===== config.mk =====
export PLATFORM = sky130hd
export DESIGN_NAME = ex_divider
export DESIGN_NICKNAME = d
export VERILOG_FILES = /design/src/rtl/ex_divider_pkg.sv /design/src/rtl/ex_divider_div_step.sv /design/src/rtl/ex_divider.sv
export SDC_FILE = /design/constraint.sdc
export NUM_CORES = 1
export LEC_CHECK = 0
export ABC_AREA = 1
export CORE_ASPECT_RATIO = 0.9
export CORE_MARGIN = 8
export CORE_UTILIZATION = 53
export CTS_CLUSTER_SIZE = 24
export DETAILED_ROUTE_END_ITERATION = 6
export PLACE_DENSITY = 0.78
export SLEW_MARGIN = 20
export SYNTH_ARGS = -nofsm -noshare
export SYNTH_HDL_FRONTEND = slang
export SYNTH_SLANG_ARGS = --single-unit

===== constraint.sdc =====
create_clock -name clk -period 4.15 [get_ports clk]
set_clock_uncertainty 0.2 [all_clocks]
set_input_delay 1.0375 -clock clk [delete_from_list [all_inputs] [get_ports clk]]
set_output_delay 1.0375 -clock clk [all_outputs]
set_load 0.02 [all_outputs]

===== src/rtl/ex_divider_pkg.sv =====
// Shared definitions for the EX-stage iterative divider: bus width, FSM
// encoding, latched operand attributes and sign helpers.
package ex_divider_pkg;

    localparam int DATA_BUS  = 32;
    localparam int DIV_STEPS = DATA_BUS;
    localparam int CNT_W     = 6;

    typedef enum logic [1:0] {
        IDLE     = 2'd0,
        DIV_ZERO = 2'd1,
        BUSY     = 2'd2,
        DONE     = 2'd3
    } div_state_t;

    typedef struct packed {
        logic is_signed;
        logic dividend_neg;
        logic divisor_neg;
    } op_flags_t;

    // Two's-complement magnitude; in unsigned mode the operand is already one.
    function automatic logic [DATA_BUS-1:0] magnitude(input logic [DATA_BUS-1:0] value,
                                                      input logic                is_signed);
        return (is_signed && value[DATA_BUS-1]) ? (~value + DATA_BUS'(1)) : value;
    endfunction

    function automatic logic [DATA_BUS-1:0] cond_negate(input logic [DATA_BUS-1:0] value,
                                                        input logic                negate);
        return negate ? (~value + DATA_BUS'(1)) : value;
    endfunction

endpackage


===== src/rtl/ex_divider_div_step.sv =====
// One restoring-division iteration on the packed {remainder, quotient} word:
// shift left, trial-subtract the divisor, keep the difference if it fits.
module div_step
    import ex_divider_pkg::*;
(
    input  logic [2*DATA_BUS-1:0] rq_in,
    input  logic [DATA_BUS-1:0]   divisor,
    output logic [2*DATA_BUS-1:0] rq_out
);

    // The shifted partial remainder needs one extra bit: it can reach 2*divisor-1.
    logic [DATA_BUS:0] partial;
    logic [DATA_BUS:0] diff;

    assign partial = rq_in[2*DATA_BUS-1:DATA_BUS-1];
    assign diff    = partial - {1'b0, divisor};

    always_comb begin
        if (diff[DATA_BUS]) begin
            rq_out = {partial[DATA_BUS-1:0], rq_in[DATA_BUS-2:0], 1'b0};
        end else begin
            rq_out = {diff[DATA_BUS-1:0], rq_in[DATA_BUS-2:0], 1'b1};
        end
    end

endmodule


===== src/rtl/ex_divider.sv =====
// Multi-cycle DIV/DIVU unit for the EX stage: 32 restoring iterations on
// operand magnitudes, sign fix-up registered on completion, pipeline stall.
module ex_divider
    import ex_divider_pkg::*;
(
    input  logic                clk,
    input  logic                rst,
    input  logic                start,
    input  logic                signed_div,
    input  logic [DATA_BUS-1:0] dividend,
    input  logic [DATA_BUS-1:0] divisor,
    input  logic                ack,
    input  logic                annul,
    output logic                stall_request,
    output logic                done,
    output logic [DATA_BUS-1:0] result_lo,
    output logic [DATA_BUS-1:0] result_hi
);

    div_state_t            state;
    logic [CNT_W-1:0]      count;
    logic [2*DATA_BUS-1:0] rq;
    logic [2*DATA_BUS-1:0] rq_next;
    logic [DATA_BUS-1:0]   divisor_mag;
    op_flags_t             flags;

    logic                  neg_quot;
    logic                  neg_rem;
    logic [DATA_BUS-1:0]   quot_fixed;
    logic [DATA_BUS-1:0]   rem_fixed;

    div_step u_div_step (
        .rq_in   (rq),
        .divisor (divisor_mag),
        .rq_out  (rq_next)
    );

    // Fix-up is applied to the last iteration's output and captured in the
    // same edge that enters DONE, so results never see the live operands.
    assign neg_quot   = flags.is_signed & (flags.dividend_neg ^ flags.divisor_neg);
    assign neg_rem    = flags.is_signed & flags.dividend_neg;
    assign quot_fixed = cond_negate(rq_next[DATA_BUS-1:0], neg_quot);
    assign rem_fixed  = cond_negate(rq_next[2*DATA_BUS-1:DATA_BUS], neg_rem);

    // NOTE: every signal written in always_comb gets a default first, so no path leaves it unassigned (no latch).
    always_comb begin
        stall_request = 1'b0;
        case (state)
            IDLE:     stall_request = start & ~annul;
            DIV_ZERO: stall_request = 1'b1;
            BUSY:     stall_request = 1'b1;
            default:  stall_request = 1'b0;
        endcase
    end

    // NOTE: state is updated with non-blocking assignments only, so every register samples pre-edge values.
    always_ff @(posedge clk) begin
        if (rst) begin
            state       <= IDLE;
            count       <= '0;
            rq          <= '0;
            divisor_mag <= '0;
            flags       <= '0;
            done        <= 1'b0;
            result_lo   <= '0;
            result_hi   <= '0;
        end else if (annul) begin
            state <= IDLE;
            count <= '0;
            done  <= 1'b0;
        end else begin
            case (state)
                IDLE: begin
                    done <= 1'b0;
                    if (start) begin
                        count <= '0;
                        flags <= '{is_signed:    signed_div,
                                   dividend_neg: dividend[DATA_BUS-1],
                                   divisor_neg:  divisor[DATA_BUS-1]};
                        if (divisor == '0) begin
                            // Raw dividend is kept: it becomes the remainder.
                            rq          <= {{DATA_BUS{1'b0}}, dividend};
                            divisor_mag <= '0;
                            state       <= DIV_ZERO;
                        end else begin
                            rq          <= {{DATA_BUS{1'b0}}, magnitude(dividend, signed_div)};
                            divisor_mag <= magnitude(divisor, signed_div);
                            state       <= BUSY;
                        end
                    end
                end

                DIV_ZERO: begin
                    result_lo <= '1;
                    result_hi <= rq[DATA_BUS-1:0];
                    done      <= 1'b1;
                    state     <= DONE;
                end

                BUSY: begin
                    rq    <= rq_next;
                    count <= count + CNT_W'(1);
                    if (count == CNT_W'(DIV_STEPS - 1)) begin
                        result_lo <= quot_fixed;
                        result_hi <= rem_fixed;
                        done      <= 1'b1;
                        state     <= DONE;
                    end
                end

                DONE: begin
                    // start is deliberately ignored here: the instruction
                    // that produced this result must not relaunch.
                    if (ack) begin
                        done  <= 1'b0;
                        state <= IDLE;
                    end
                end

                default: begin
                    done  <= 1'b0;
                    state <= IDLE;
                end
            endcase
        end
    end

endmodule


# After elaboration in Yosys (flattened, before gate mapping)

Cells that the tools add are included.

Register bits after elaboration: 172
Bits of input ports: 70
Output and inout bits: 66
Logic and storage cells: 70

Add/subtract/negate cells: 6
Equal/unequal tests: 7
Multiplexer cells: 24
Bitwise logic cells: 9
Reduce and logical (&&, ||, !) cells: 14

Operator list:

| kind                                           | number |
|---|---|
| two-way mux 32 bit                             | 8 |
| adder 32 x 1 -> 32 bit (second input constant) | 4 |
| two-way mux 64 bit                             | 2 |
| NOT 32 bit                                     | 4 |
| case mux 32 bit (2 select lines)               | 2 |
| case mux 64 bit (2 select lines)               | 1 |
| subtractor 33 x 32 -> 33 bit                   | 1 |
| zero test 32 bit                               | 1 |
| case mux 6 bit (2 select lines)                | 1 |
| AND reduction 3 bit                            | 4 |
| two-way mux 2 bit                              | 4 |
| case mux 2 bit (4 select lines)                | 1 |
| adder 6 x 1 -> 6 bit (second input constant)   | 1 |
| == test 6 x 5 -> 1 bit (second input constant) | 1 |
| two-way mux 6 bit                              | 1 |
| != test 2 bit (second input constant)          | 3 |
| == test 2 bit (second input constant)          | 2 |
| case mux 1 bit (4 select lines)                | 1 |
| AND reduction 2 bit                            | 2 |
| nonzero test 2 bit                             | 2 |
| OR reduction 2 bit                             | 2 |
| bitwise AND 1 bit                              | 3 |
| == test 2 x 1 -> 1 bit (second input constant) | 1 |
| logical AND 1 bit                              | 2 |
| 5 further kinds                                | 6 |

# Logic depth before layout (Yosys ltp)

Depth after elaboration: 7
Gate-level depth with buffers: 34
Depth with buffers taken out: 32

# Modules after synthesis

A second synthesis with hierarchy kept.

Cells, all modules: 2358
Area total of the unflattened synthesis: 13751.9 sq um

Modules (own cells, without submodules):

| module     | times used | cells each | area an instance (sq um) |
|---|---|---|---|
| ex_divider | 1          | 1644       | 10356.2 |
| div_step   | 1          | 714        | 3395.8 |

# Least setup slack after synthesis

OpenSTA, ideal clock, no wires.

Path kind: register to register
Start point: register rq[31]
End point: register result_lo[28]
Arrival: 3.898 ns
Data required time: 3.818 ns
Slack: -0.081 ns
Cell stages (with the launch flop): 35
Buffers on the path: 2
Period minus slack after synthesis: 4.231 ns
Cells stage by stage: dfxtp_1 > inv_1 > ha_1 > fa_1 > inv_1 > nand2_1 > nand2_1 > nand3_1 > nand2_2 > nand2_2 > nand2_4 > nand2_4 > nand2_4 > nand2_4 > nand2_4 > buf_12 > buf_8 > ha_1 > inv_1 > nor3_1 > nand2_1 > inv_1 > nand2_1 > inv_1 > nand4_1 > nor2_1 > inv_1 > nor3_1 > inv_1 > o21ai_0 > inv_1 > a21oi_1 > nand3_1 > o211ai_1 > a21oi_1

Word-level cells in the longest chain between the ends: 7

Ends and longest elaborated chain:

| what                             | RTL line                  | RTL |
|---|---|---|
| start, declared                  | ex_divider.sv:22          | `logic [2*DATA_BUS-1:0] rq;` |
| start signal, assigned           | ex_divider.sv:82          | `rq <= {{DATA_BUS{1'b0}}, dividend};` |
| start signal, assigned           | ex_divider.sv:86          | `rq <= {{DATA_BUS{1'b0}}, magnitude(dividend, signed_div)};` |
| start signal, assigned           | ex_divider.sv:101         | `rq <= rq_next;` |
| subtractor 33 x 32 -> 33 bit     | ex_divider_div_step.sv:16 | `assign diff = partial - {1'b0, divisor};` |
| two-way mux 64 bit               | ex_divider_div_step.sv:19 | `if (diff[DATA_BUS]) begin` |
| NOT 32 bit                       | ex_divider_pkg.sv:30      | `return negate ? (~value + DATA_BUS'(1)) : value;` |
| adder 32 x 1 -> 32 bit           | ex_divider_pkg.sv:30      |  |
| two-way mux 32 bit               | ex_divider_pkg.sv:30      |  |
| two-way mux 32 bit               | ex_divider.sv:103         | `if (count == CNT_W'(DIV_STEPS - 1)) begin` |
| case mux 32 bit (2 select lines) | ex_divider.sv:72          | `case (state)` |
| end signal, assigned             | ex_divider.sv:104         | `result_lo <= quot_fixed;` |
| end, declared                    | ex_divider.sv:16          | `output logic [DATA_BUS-1:0] result_lo,` |

Every way passes these cells. The select of a mux whose other input is x is not followed.
A chain may end at the register's enable or synchronous reset.

# Worst setup path in the final report

Same ends and word-level chain as after synthesis.

==> results.cfg <==
[power_and_ir_drop]
vdd_drop_max_mv = 0.317
power.density_nw_per_um2 = 350
p_total_w = 0.00561
p_leak_nw = 7.18

[worst_setup_path]
cpLargestDelayFamily = simple AND/OR/NAND/NOR gates
slowest_stage = fa_2
crit_type = reg2reg
required_ns = 4.26
cp_slowest_stage_delay_ns = 0.37
crit_top_cell = inv_2
critPathArrivalTime_ns = 4.14
crit_fanout = 3
endpoint_kind = flop
start_kind = flop
critPathBufInv = 8

[clock_tree]
cts.sinks = 172
cts_tree = yes
clockBufferDepth = 2
cts_root_buf = clkbuf_16
clk_latency_ns = 0.45
clkTransAtPathRegs_ns = 0.08
hold_buffers = 0
ctsHtreeMaxLevel = 4
cts-buffers-inserted = 17

[route]
totalWireLength_um = 46800
wl_met1_um = 20900
met3_length_um = 4830
dr.max_layer_used = met4
drc = 0
drt-initial-drc-count = 1692
met2WireLength_um = 20100
wire_per_inst_um = 17.2
via_count = 15100
viasPerCell = 5.54
first_pass_iters = 6
ant_nets = 0

[sta]
slew_violations = 0
holdWs_ns = 0.261
worst_slew_pin_slew_ns = 0.894
hold_viol = 0
worst_slack_ns = 0.121
fmaxAchievable_mhz = 248
setup_viol = 0
layout_min_cycle_time_ns = 4.03
slew_headroom_pct = 39.9
period_share_pct = 97.1

[synthesis]
ys.flop_type = dfxtp_1
syn_area_um2 = 13500
synth_most_common_cell = nand2_1
synth-async-reset-ratio_pct = 0
synthCells = 2242
synth_edf_count = 0
seq_area_frac_synth_pct = 25.6
ys_warn_count = 0
ys_ff_latch = 172
synth_cell_types = 56
yosys.area.top_type = dfxtp_1
syn-num-nets = 2355
synth_top_area_share_pct = 25.6
synthTopCellsByCount = nand2_1 (691), inv_1 (278), a21oi_1 (255), nor2_1 (186), dfxtp_1 (172)
syn_avg_cell_area_um2 = 6.00
synthTopCellsByArea = dfxtp_1 (26%), nand2_1 (19%), a21oi_1 (9.5%)

[die]
die_x_um = 184
io_pins = 136
core.rowCount = 55
start_util_pct = 53.7
core_um2 = 25000
die_y_um = 167
die_area_um2 = 30700

[layout]
n_antenna_cell = 0
stdcell_count = 2726
fin_area_um2 = 16000
syn2layout_area_growth_pct = 19.1
layout.nets = 2484
drive_gt1_share_pct = 9.73

[place]
pre_cts_ws_ns = -0.0773
gp_congestion = 0.983
portBuffers = 135
place_inst = 2686
dp_hpwl_um = 36600
dpl_cell_area_um2 = 15300

[run_status]
status = complete, no violations

[hold_path]
hp-class = reg2reg

[grt]
grt_max_degree = 104
grt.overflow.total = 0
grt_pass1_vias = 13700
grt_first_pass_wirelength_um = 72500
grt.total_usage_pct = 29.4
antenna_found_initial = 0

[run]
max-cap-violations = 0
[metal layers]
layer	vias up	GRT usage [%]
met2	685	43.5
met3	68	8.24
met1	6917	41.2
li1	7428	-
met4	0	7.36
met5	-	0
[report_power, final]
group / internal, W / leakage (nW) / switching, W
clock network: 0.000862 / 0.287 / 0.000798
logic: 0.000747 / 5.50 / 0.00143
registers: 0.00172 / 1.40 / 0.0000625
total: 0.00332 / 7.18 / 0.00229
[cell type report]
| class | instances | area [um^2] |
|---|---|---|
| Timing Repair Buffer | 199 | 1840 |
| Sequential cell | 172 | 3440 |
| Clock buffer | 17 | 425 |
| Inverter | 293 | 1100 |
| Multi-Input combinational cell | 1688 | 8610 |
| Fill cell | 2435 | 9030 |
| Tap cell | 342 | 428 |
| Clock inverter | 15 | 170 |
[registers in the layout (all words and copies together), names as in the netlist]
name and count:
flags 3, divisor_mag 32, rq 64, done 1, count 6, result_lo 32, result_hi 32, state 2
[per-stage QoR]
stage / setup TNS [ns] / utilization, %
2_1_floorplan: 0 / -
3_3_place_gp: 0 / 60.9
3_5_place_dp: -0.302 / 60.9
4_1_cts: 0 / 63.3
5_1_grt: -0.328 / 63.9
6_report: 0 / 63.9
[final timing paths]
path / depth (start not counted) / from / slack [ns] / end
max: 32 / rq[31] / 0.12 / result_lo[28]
min: 1 / count[5] / 0.26 / count[5]
max reg2reg: 32 / rq[31] / 0.12 / result_lo[28]
min reg2reg: 1 / count[5] / 0.26 / count[5]
[placed cells by master (no fill, tap or decap), types with 15 or more instances in the layout]
| cell type | n |
|---|---|
| a31oi_1 | 15 |
| clkdlybuf4s50_1 | 134 |
| nand3_1 | 116 |
| o21ai_0 | 77 |
| o211ai_1 | 20 |
| nand2_1 | 689 |
| nor2_2 | 18 |
| xor2_1 | 43 |
| dfxtp_1 | 171 |
| nor3_1 | 28 |
| nand4_1 | 26 |
| buf_4 | 64 |
| xnor2_1 | 27 |
| nor2_1 | 184 |
| nand2_2 | 39 |
| ha_1 | 34 |
| a21oi_1 | 253 |
| inv_1 | 268 |
| clkbuf_16 | 17 |
| inv_2 | 20 |
[repair_timing]
action | 4_1_cts | 5_1_grt
endpoints found under the hold margin | 0 | 0
setup endpoints to repair | 1 | 21
pin swaps | 0 | 15
resized for setup | 1 | 31
gates cloned | 0 | 0
setup buffers | 0 | 8
[worst register-to-register path, delay by kind of cell, from the launching register on]
| kind | cells | cell delay [ns] |
|---|---|---|
| adder cells (fa/ha/maj) | 3 | 0.67 |
| AO/OA/AOI/OAI | 4 | 0.48 |
| flip-flops | 1 | 0.34 |
| AND/OR/NAND/NOR | 17 | 1.69 |
| buffers and inverters | 8 | 0.54 |
[kinds of logic after synthesis]
kind of cell    Yosys count  synth area share [%]
compound gates          427                  17.5
flops                   172                  25.6
xor+xnor                 70                  4.56
simple gates           1148                  36.8
buf+inv                 382                  11.4
fa+ha+maj                43                  4.06
Power figures use the tool's default switching activity.
